`config.mk`:
```
export PLATFORM = sky130hd
export DESIGN_NAME = bus_arbiter_rr
export DESIGN_NICKNAME = d
export VERILOG_FILES = /design/src/rtl/bus_arbiter_rr.sv
export SDC_FILE = /design/constraint.sdc
export NUM_CORES = 1
export LEC_CHECK = 0
export CAP_MARGIN = 40
export CORE_MARGIN = 2
export CORE_UTILIZATION = 25
export CTS_BUF_LIST = sky130_fd_sc_hd__clkbuf_2 sky130_fd_sc_hd__clkbuf_4 sky130_fd_sc_hd__clkbuf_8
export CTS_CLUSTER_DIAMETER = 50
export CTS_CLUSTER_SIZE = 24
export DETAILED_ROUTE_END_ITERATION = 8
export HOLD_SLACK_MARGIN = 0.06
export MAX_ROUTING_LAYER = met4
export PLACE_DENSITY = 0.52
export REMOVE_ABC_BUFFERS = 1
export SYNTH_ARGS = -nofsm -noshare
export SYNTH_HDL_FRONTEND = slang
export SYNTH_SLANG_ARGS = --single-unit
```
`constraint.sdc`:
```
create_clock -name clk -period 2.4 [get_ports clk]
set_input_delay 0.6 -clock clk [delete_from_list [all_inputs] [get_ports clk]]
set_output_delay 0.6 -clock clk [all_outputs]
set_load 0.02 [all_outputs]
```
`src/rtl/bus_arbiter_rr.sv`:
```
// Round-robin arbiter for NUM_INIT bus initiators plus one split-return target.
// Optional hold-time limit per initiator is built only when ARB_TIMEOUT_EN is defined.
module bus_arbiter_rr #(
   parameter int NUM_INIT       = 4,
   parameter int TIMEOUT_CYCLES = 64,
   localparam int IW            = $clog2(NUM_INIT)
) (
   input  logic                clk,
   input  logic                rst_n,
   input  logic [NUM_INIT-1:0] req,
   input  logic                req_split,
   input  logic                split_event,
   output logic [NUM_INIT-1:0] grant,
   output logic                grant_split,
   output logic [IW-1:0]       grant_id,
   output logic                split_pending,
   output logic                split,
   output logic                timeout
);

   typedef enum logic [1:0] {IDLE, OWN_INIT, OWN_SPLIT} state_t;

   state_t              state;
   logic [IW-1:0]       last;
   logic [IW-1:0]       split_owner;
   logic [NUM_INIT-1:0] eligible;
   logic [IW-1:0]       winner;
   logic                found;
   int                  scan_idx;

`ifdef ARB_TIMEOUT_EN
   localparam logic [15:0] HOLD_LAST = 16'(TIMEOUT_CYCLES - 1);
   logic [15:0]         hold_cnt;
   logic [NUM_INIT-1:0] blocked;
`endif

   // The parked split owner, and any initiator cut off by the hold limit, sit out arbitration.
   always_comb begin
      eligible = req;
      if (split_pending) eligible[split_owner] = 1'b0;
`ifdef ARB_TIMEOUT_EN
      eligible = eligible & ~blocked;
`endif
   end

   always_comb begin
      found    = 1'b0;
      winner   = last;
      scan_idx = 0;
      for (int k = 1; k <= NUM_INIT; k++) begin
         scan_idx = int'(last) + k;
         if (scan_idx >= NUM_INIT) scan_idx = scan_idx - NUM_INIT;
         if (!found && eligible[IW'(scan_idx)]) begin
            found  = 1'b1;
            winner = IW'(scan_idx);
         end
      end
   end

   always_ff @(posedge clk) begin
      if (!rst_n) begin
         state         <= IDLE;
         grant         <= '0;
         grant_split   <= 1'b0;
         grant_id      <= '0;
         split_pending <= 1'b0;
         split_owner   <= '0;
         last          <= IW'(NUM_INIT - 1);
`ifdef ARB_TIMEOUT_EN
         hold_cnt      <= '0;
         blocked       <= '0;
         timeout       <= 1'b0;
`endif
      end else begin
`ifdef ARB_TIMEOUT_EN
         timeout <= 1'b0;
         blocked <= blocked & req;
`endif
         case (state)
            IDLE: begin
               if (req_split && split_pending) begin
                  grant_split <= 1'b1;
                  state       <= OWN_SPLIT;
               end else if (found) begin
                  grant         <= '0;
                  grant[winner] <= 1'b1;
                  grant_id      <= winner;
                  last          <= winner;
                  state         <= OWN_INIT;
`ifdef ARB_TIMEOUT_EN
                  hold_cnt      <= '0;
`endif
               end
            end
            OWN_INIT: begin
               // A split wins over a simultaneous request drop.
               if (split_event) begin
                  split_pending <= 1'b1;
                  split_owner   <= grant_id;
                  grant         <= '0;
                  state         <= IDLE;
               end else if (!req[grant_id]) begin
                  grant <= '0;
                  state <= IDLE;
               end
`ifdef ARB_TIMEOUT_EN
               else if (hold_cnt == HOLD_LAST) begin
                  grant             <= '0;
                  timeout           <= 1'b1;
                  last              <= grant_id;
                  blocked[grant_id] <= 1'b1;
                  state             <= IDLE;
               end else begin
                  hold_cnt <= hold_cnt + 16'd1;
               end
`endif
            end
            OWN_SPLIT: begin
               if (!req_split) begin
                  grant_split   <= 1'b0;
                  split_pending <= 1'b0;
                  state         <= IDLE;
               end
            end
            default: state <= IDLE;
         endcase
      end
   end

`ifndef ARB_TIMEOUT_EN
   assign timeout = 1'b0;
`endif

   assign split = grant_split;

endmodule

```
==> After elaboration in Yosys (flattened, before gate mapping) <==
Cells that the tools add are included.
{ "totals": {"reg_bits": 14, "inputBits": 8, "output_inout_bits": 10, "wordCells": 106} }
{ "classes": {"addsub": 8, "order_cmp": 13, "eq_ne": 9, "muxes": 47, "bitwise_logic": 3, "reduce_logical": 19} }
{ "op_table": {"columns": ["operator", "n"], "rows": [
  ["2-bit two-way mux", 13],
  ["4-bit two-way mux", 5],
  ["1-bit two-way mux", 18],
  ["2-bit by 4-bit less-than comparator with 1-bit output (second input constant)", 4],
  ["3-bit AND reduction", 4],
  ["1-bit binary-select mux with 2-bit select", 5],
  ["2-bit inequality test (second input constant)", 5],
  ["3-bit >= comparator (second input constant)", 3],
  ["2-bit by 3-bit less-than comparator with 1-bit output (second input constant)", 3],
  ["4-bit case mux with 2 select lines", 1],
  ["2-bit by 1-bit subtractor with 2-bit output (second input constant)", 4],
  ["2-bit by 2-bit adder with 3-bit output (second input constant)", 2],
  ["1-bit logical AND", 6],
  ["3-bit inequality test (second input constant)", 2],
  ["2-bit case mux with 3 select lines", 1],
  ["2-bit nonzero test", 3],
  ["2-bit by 3-bit adder with 4-bit output (second input constant)", 1],
  ["4-bit AND", 1],
  ["1-bit demux with 2-bit select", 2],
  ["2-bit by 1-bit >= comparator with 1-bit output (second input constant)", 2],
  ["4-bit by 3-bit >= comparator with 1-bit output (second input constant)", 1],
  ["4-bit NOT", 1],
  ["1-bit case mux with 2 select lines", 2],
  ["4-bit AND reduction", 1],
  ["7 further kinds", 9]
]} }

==> Depth between registers and ports, before layout <==
{ "logic_depth": {"ltp_word": 27, "depth_mapped": 6, "ltp_nobuf": 5} }

==> Worst setup path before layout <==
No wires, ideal clock.
{ "synth_path": {"path_kind": "input -> register", "start": "input port req[3]", "end": "register grant[0]", "arrival_ns": 1.638, "path_slack_ns": 0.644, "stages": 5, "path_buffers": 0, "cell_sequence": "mux4_2 -> nor2b_1 -> nor3_1 -> nor2_1 -> a32o_1"} }
{ "synth_via": {"elab_chain_len": 22} }
{ "synth_lines": {"columns": ["element", "line", "source"], "rows": [
  ["start: declaration", "10", "input logic [NUM_INIT-1:0] req,"],
  ["4-bit AND (no source line)", null, null],
  ["4-bit two-way mux", "40", "if (split_pending) eligible[split_owner] = 1'b0;"],
  ["1-bit binary-select mux with 2-bit select", "53", "if (!found && eligible[IW'(scan_idx)]) begin"],
  ["1-bit two-way mux (implied by the code) (2 in a row)", "53", null],
  ["1-bit two-way mux", "53", null],
  ["1-bit logical NOT", "53", null],
  ["1-bit logical AND", "53", null],
  ["1-bit two-way mux", "53", null],
  ["[5 not listed]", null, null],
  ["2-bit two-way mux", "53", null],
  ["2-bit by 3-bit less-than comparator with 1-bit output (implied by the code) or 2-bit by 1-bit >= comparator with 1-bit output (tied branches)", "86", "grant[winner] <= 1'b1;"],
  ["1-bit logical AND (implied by the code)", "86", null],
  ["1-bit two-way mux (implied by the code)", "86", null],
  ["1-bit demux with 2-bit select", "86", null],
  ["4-bit two-way mux", "84", "end else if (found) begin"],
  ["4-bit two-way mux", "81", "if (req_split && split_pending) begin"],
  ["4-bit case mux with 2 select lines", "79", "case (state)"],
  ["end signal: assignment", "85", "grant <= '0;"],
  ["end signal: indexed assignment", "86", null],
  ["end signal: assignment", "100", "grant <= '0;"],
  ["end: declaration", "13", "output logic [NUM_INIT-1:0] grant,"]
]} }
Several ways; a longest one is shown, not always the timed one. The select of a mux whose other input is x is not followed.
A chain may end at the register's enable or synchronous reset.

==> Final worst setup path <==
{ "layout_path": {"start": "input port req[3]", "end": "register grant[2]"} }
Same word-level chain as after synthesis.

==> insert_results.sql <==
INSERT INTO impl_metrics (metric_group, metric, value, unit) VALUES
('floorplanning', 'die-height', '59.80', 'um'),
('clock_tree', 'post_cts.repair.setup_buffers', '0', ''),
('logic_synthesis', 'synth-edff-count', '0', ''),
('drt', 'routed_via_count', '752', ''),
('sta', 'setup_viol', '0', ''),
('sta', 'final_setup_margin', '0.2896', 'ns'),
('logic_synthesis', 'yosysUniqueCellTypes', '36', ''),
('floorplanning', 'area_inside_the_core_boundary', '3003', 'um^2'),
('drt', 'drt.antenna.violating_nets', '0', ''),
('clock_tree', 'cts_num_sinks', '14', ''),
('outcome', 'outcome', 'complete, no violations', ''),
('critical_path', 'crit_fanout', '5', ''),
('clock_tree', 'clock_tree_from_tritoncts', 'built', ''),
('power_and_ir_drop', 'p_leak', '0.3660', 'nW'),
('drt', 'drt_drc_violations_left', '0', ''),
('layout', 'share_of_final_layout_standard_cells_stronger_than_drive_strength_1', '12.39', '%'),
('power_and_ir_drop', 'max-vdd-ir-drop', '0.0001925', 'V'),
('floorplanning', 'core.rowCount', '20', ''),
('placed_design', 'finalWeightedCongestion', '0.8962', ''),
('grt', 'groute.usage.overall', '12.15', '%'),
('sta', 'drv_slew', '0', ''),
('floorplanning', 'start_util', '25.92', '%'),
('floorplanning', 'design.portCount', '18', ''),
('critical_path', 'timing.critical_path.arrival', '2.28', 'ns'),
('clock_tree', 'cts_hold_buf', '0', ''),
('layout', 'finish.net_count', '123', ''),
('logic_synthesis', 'synth.top_cells.by_area', 'sky130_fd_sc_hd__dfxtp_1 36%, sky130_fd_sc_hd__o21ai_0 6.4%, sky130_fd_sc_hd__nor2_1 5.3%, sky130_fd_sc_hd__nand2_1 4.3%, sky130_fd_sc_hd__a21oi_1 3.9%', ''),
('logic_synthesis', 'main_combinational_cell_family_by_area_after_synthesis', 'compound AO/OA/AOI/OAI gates', ''),
('layout', 'antenna_cells_inserted', '0', ''),
('logic_synthesis', 'synth_area_leader_cell', 'sky130_fd_sc_hd__dfxtp_1', ''),
('floorplanning', 'die_width', '59.80', 'um'),
('power_and_ir_drop', 'power-per-cell-area', '721.8', 'nW/um^2'),
('drt', 'drt_first_iter_violations', '38', ''),
('critical_path', 'timing.critical_path.to_type', 'flip-flop', ''),
('clock_tree', 'cts-buffers-inserted', '3', ''),
('grt', 'first_pass_grt_wire_length', '3.229', 'mm'),
('logic_synthesis', 'synth-warning-count', '0', ''),
('placed_design', 'place_ws', '0.01059', 'ns'),
('grt', 'grt_pass1_vias', '749', ''),
('logic_synthesis', 'synth_compound_area_share', '29.90', '%'),
('critical_path', 'data_required_critical_path', '2.57', 'ns'),
('critical_path', 'reg2reg_slack', '0.62', 'ns'),
('drt', 'route.detailed.wl_per_inst', '12.87', 'um'),
('clock_tree', 'htreeDepth', '1', ''),
('critical_path', 'worstSetupPathType', 'input port to flip-flop', ''),
('critical_path', 'cpMaxStageDelayCell', 'sky130_fd_sc_hd__mux4_2', ''),
('sta', 'time_the_final_worst_path_needs_with_i_o_delays_and_setup', '2.110', 'ns'),
('worst_hold_path', 'hold_path_class', 'flip-flop to flip-flop', ''),
('sta', 'finalHoldViolCount', '0', ''),
('grt', 'overflow', '0', ''),
('logic_synthesis', 'synth.yosys.seq_area_share', '36.01', '%'),
('sta', 'grt_setup_unrepaired', 'false', ''),
('logic_synthesis', 'syn_avg_cell_area', '8.279', 'um^2'),
('sta', 'min_period_over_period', '87.93', '%'),
('sta', 'max_freq', '0.4738', 'GHz'),
('logic_synthesis', 'yosys.area_share.adder', '0', '%'),
('power_and_ir_drop', 'power_after_layout', '0.7252', 'mW'),
('job', 'max_cap_viol_count', '0', ''),
('logic_synthesis', 'synthDominantCellAreaShare', '36.01', '%'),
('sta', 'setup_tns', '0', 'ns'),
('logic_synthesis', 'synth_xor_area_share', '0', '%'),
('clock_tree', 'postCtsResizedCells', '0', ''),
('grt', 'maximum_number_of_pins_on_one_net_before_global_route_repair', '12', ''),
('logic_synthesis', 'yosys-top-cells-count', '14 x sky130_fd_sc_hd__dfxtp_1, 11 x sky130_fd_sc_hd__nor2_1, 10 x sky130_fd_sc_hd__o21ai_0', ''),
('placed_design', 'numPortBuffers', '16', ''),
('logic_synthesis', 'yosys_most_used_dff', 'sky130_fd_sc_hd__dfxtp_1', ''),
('logic_synthesis', 'synth_mux_area_share', '6.109', '%'),
('sta', 'worst_hold_slack', '0.4819', 'ns'),
('clock_tree', 'worstSkewPairLatency', '0.27', 'ns'),
('critical_path', 'worst_path_largest_cell_delay', '0.51', 'ns'),
('grt', 'grt_antenna_before_repair', '0', '');
worst paths after layout:
kind / cells after the start / start / end
worst max register to register: 5 / split_pending / grant[1]
worst min-delay path: 2 / grant[3] / grant[3]
worst max-delay path: 6 / req[3] / grant[2]
worst min register to register: 2 / grant[3] / grant[3]
critical path: cells and delay by family:
family	cells	cell delay [ns]
multiplexers	1	0.51
buffers and inverters	1	0.48
AND/OR/NAND/NOR	3	0.43
AO/OA/AOI/OAI	1	0.26
layout make-up:
class / count / area [um^2]
inverter: 4 / 15.01
timing repair buffer: 21 / 197.7
fill: 318 / 1998
clock buffer: 3 / 22.52
sequential: 14 / 280.3
tap: 33 / 41.29
multi-input combinational: 71 / 447.9
report_power, final:
group | leakage [nW] | total (mW) | internal, mW | switching (mW)
Clock | 0.0138 | 0.129 | 0.0580 | 0.0707
Sequential | 0.115 | 0.312 | 0.269 | 0.0431
Combinational | 0.237 | 0.284 | 0.138 | 0.146
layer usage:
metal  share of wire [%]  vias to the layer above  GRT usage [%]
met4                 1.4                        0          6.984
li1                    -                      379              -
met2                  52                       13          21.27
met3                 1.7                        2         0.8658
met5                   0                        -              -
met1                  45                      358          13.42
cell usage in the layout, fill, tap and decap left out, types with 2 or more instances in the layout:
| cell type | count |
|---|---|
| sky130_fd_sc_hd__clkdlybuf4s50_1 | 16 |
| sky130_fd_sc_hd__dfxtp_1 | 14 |
| sky130_fd_sc_hd__nor2_1 | 11 |
| sky130_fd_sc_hd__o21ai_0 | 10 |
| sky130_fd_sc_hd__nand2_1 | 9 |
| sky130_fd_sc_hd__a21oi_1 | 6 |
| sky130_fd_sc_hd__nand3_1 | 5 |
| sky130_fd_sc_hd__buf_4 | 5 |
| sky130_fd_sc_hd__inv_1 | 4 |
| sky130_fd_sc_hd__o21a_1 | 3 |
| sky130_fd_sc_hd__clkbuf_4 | 3 |
| sky130_fd_sc_hd__nor2b_1 | 2 |
| sky130_fd_sc_hd__a31oi_1 | 2 |
| sky130_fd_sc_hd__a32o_1 | 2 |
per-stage QoR:
step	util, %	cells	instance area [um^2]
after global placement	32.71	143	982.2
final	33.46	146	1005
after detailed placement	32.71	143	982.2
after global routing	33.46	146	1005
after CTS	33.46	146	1005
after floorplan	-	89	743.2
state kept, by name, indices dropped and copies added (netlist names):
signal	cells
grant	4
grant_id	2
last	2
split_owner	2
state	2
grant_split	1
split_pending	1
logic make-up (layout without fill, tap and decap cells):
kind of cell | count (synthesis) | count (layout)
AND/OR/NAND/NOR | 34 | 34
other | 1 | 1
multiplexers | 3 | 3
AO/OA/AOI/OAI | 33 | 33
buffers and inverters | 9 | 28
flip-flops | 14 | 14
Note: power is estimated with default switching activity, not from simulation.
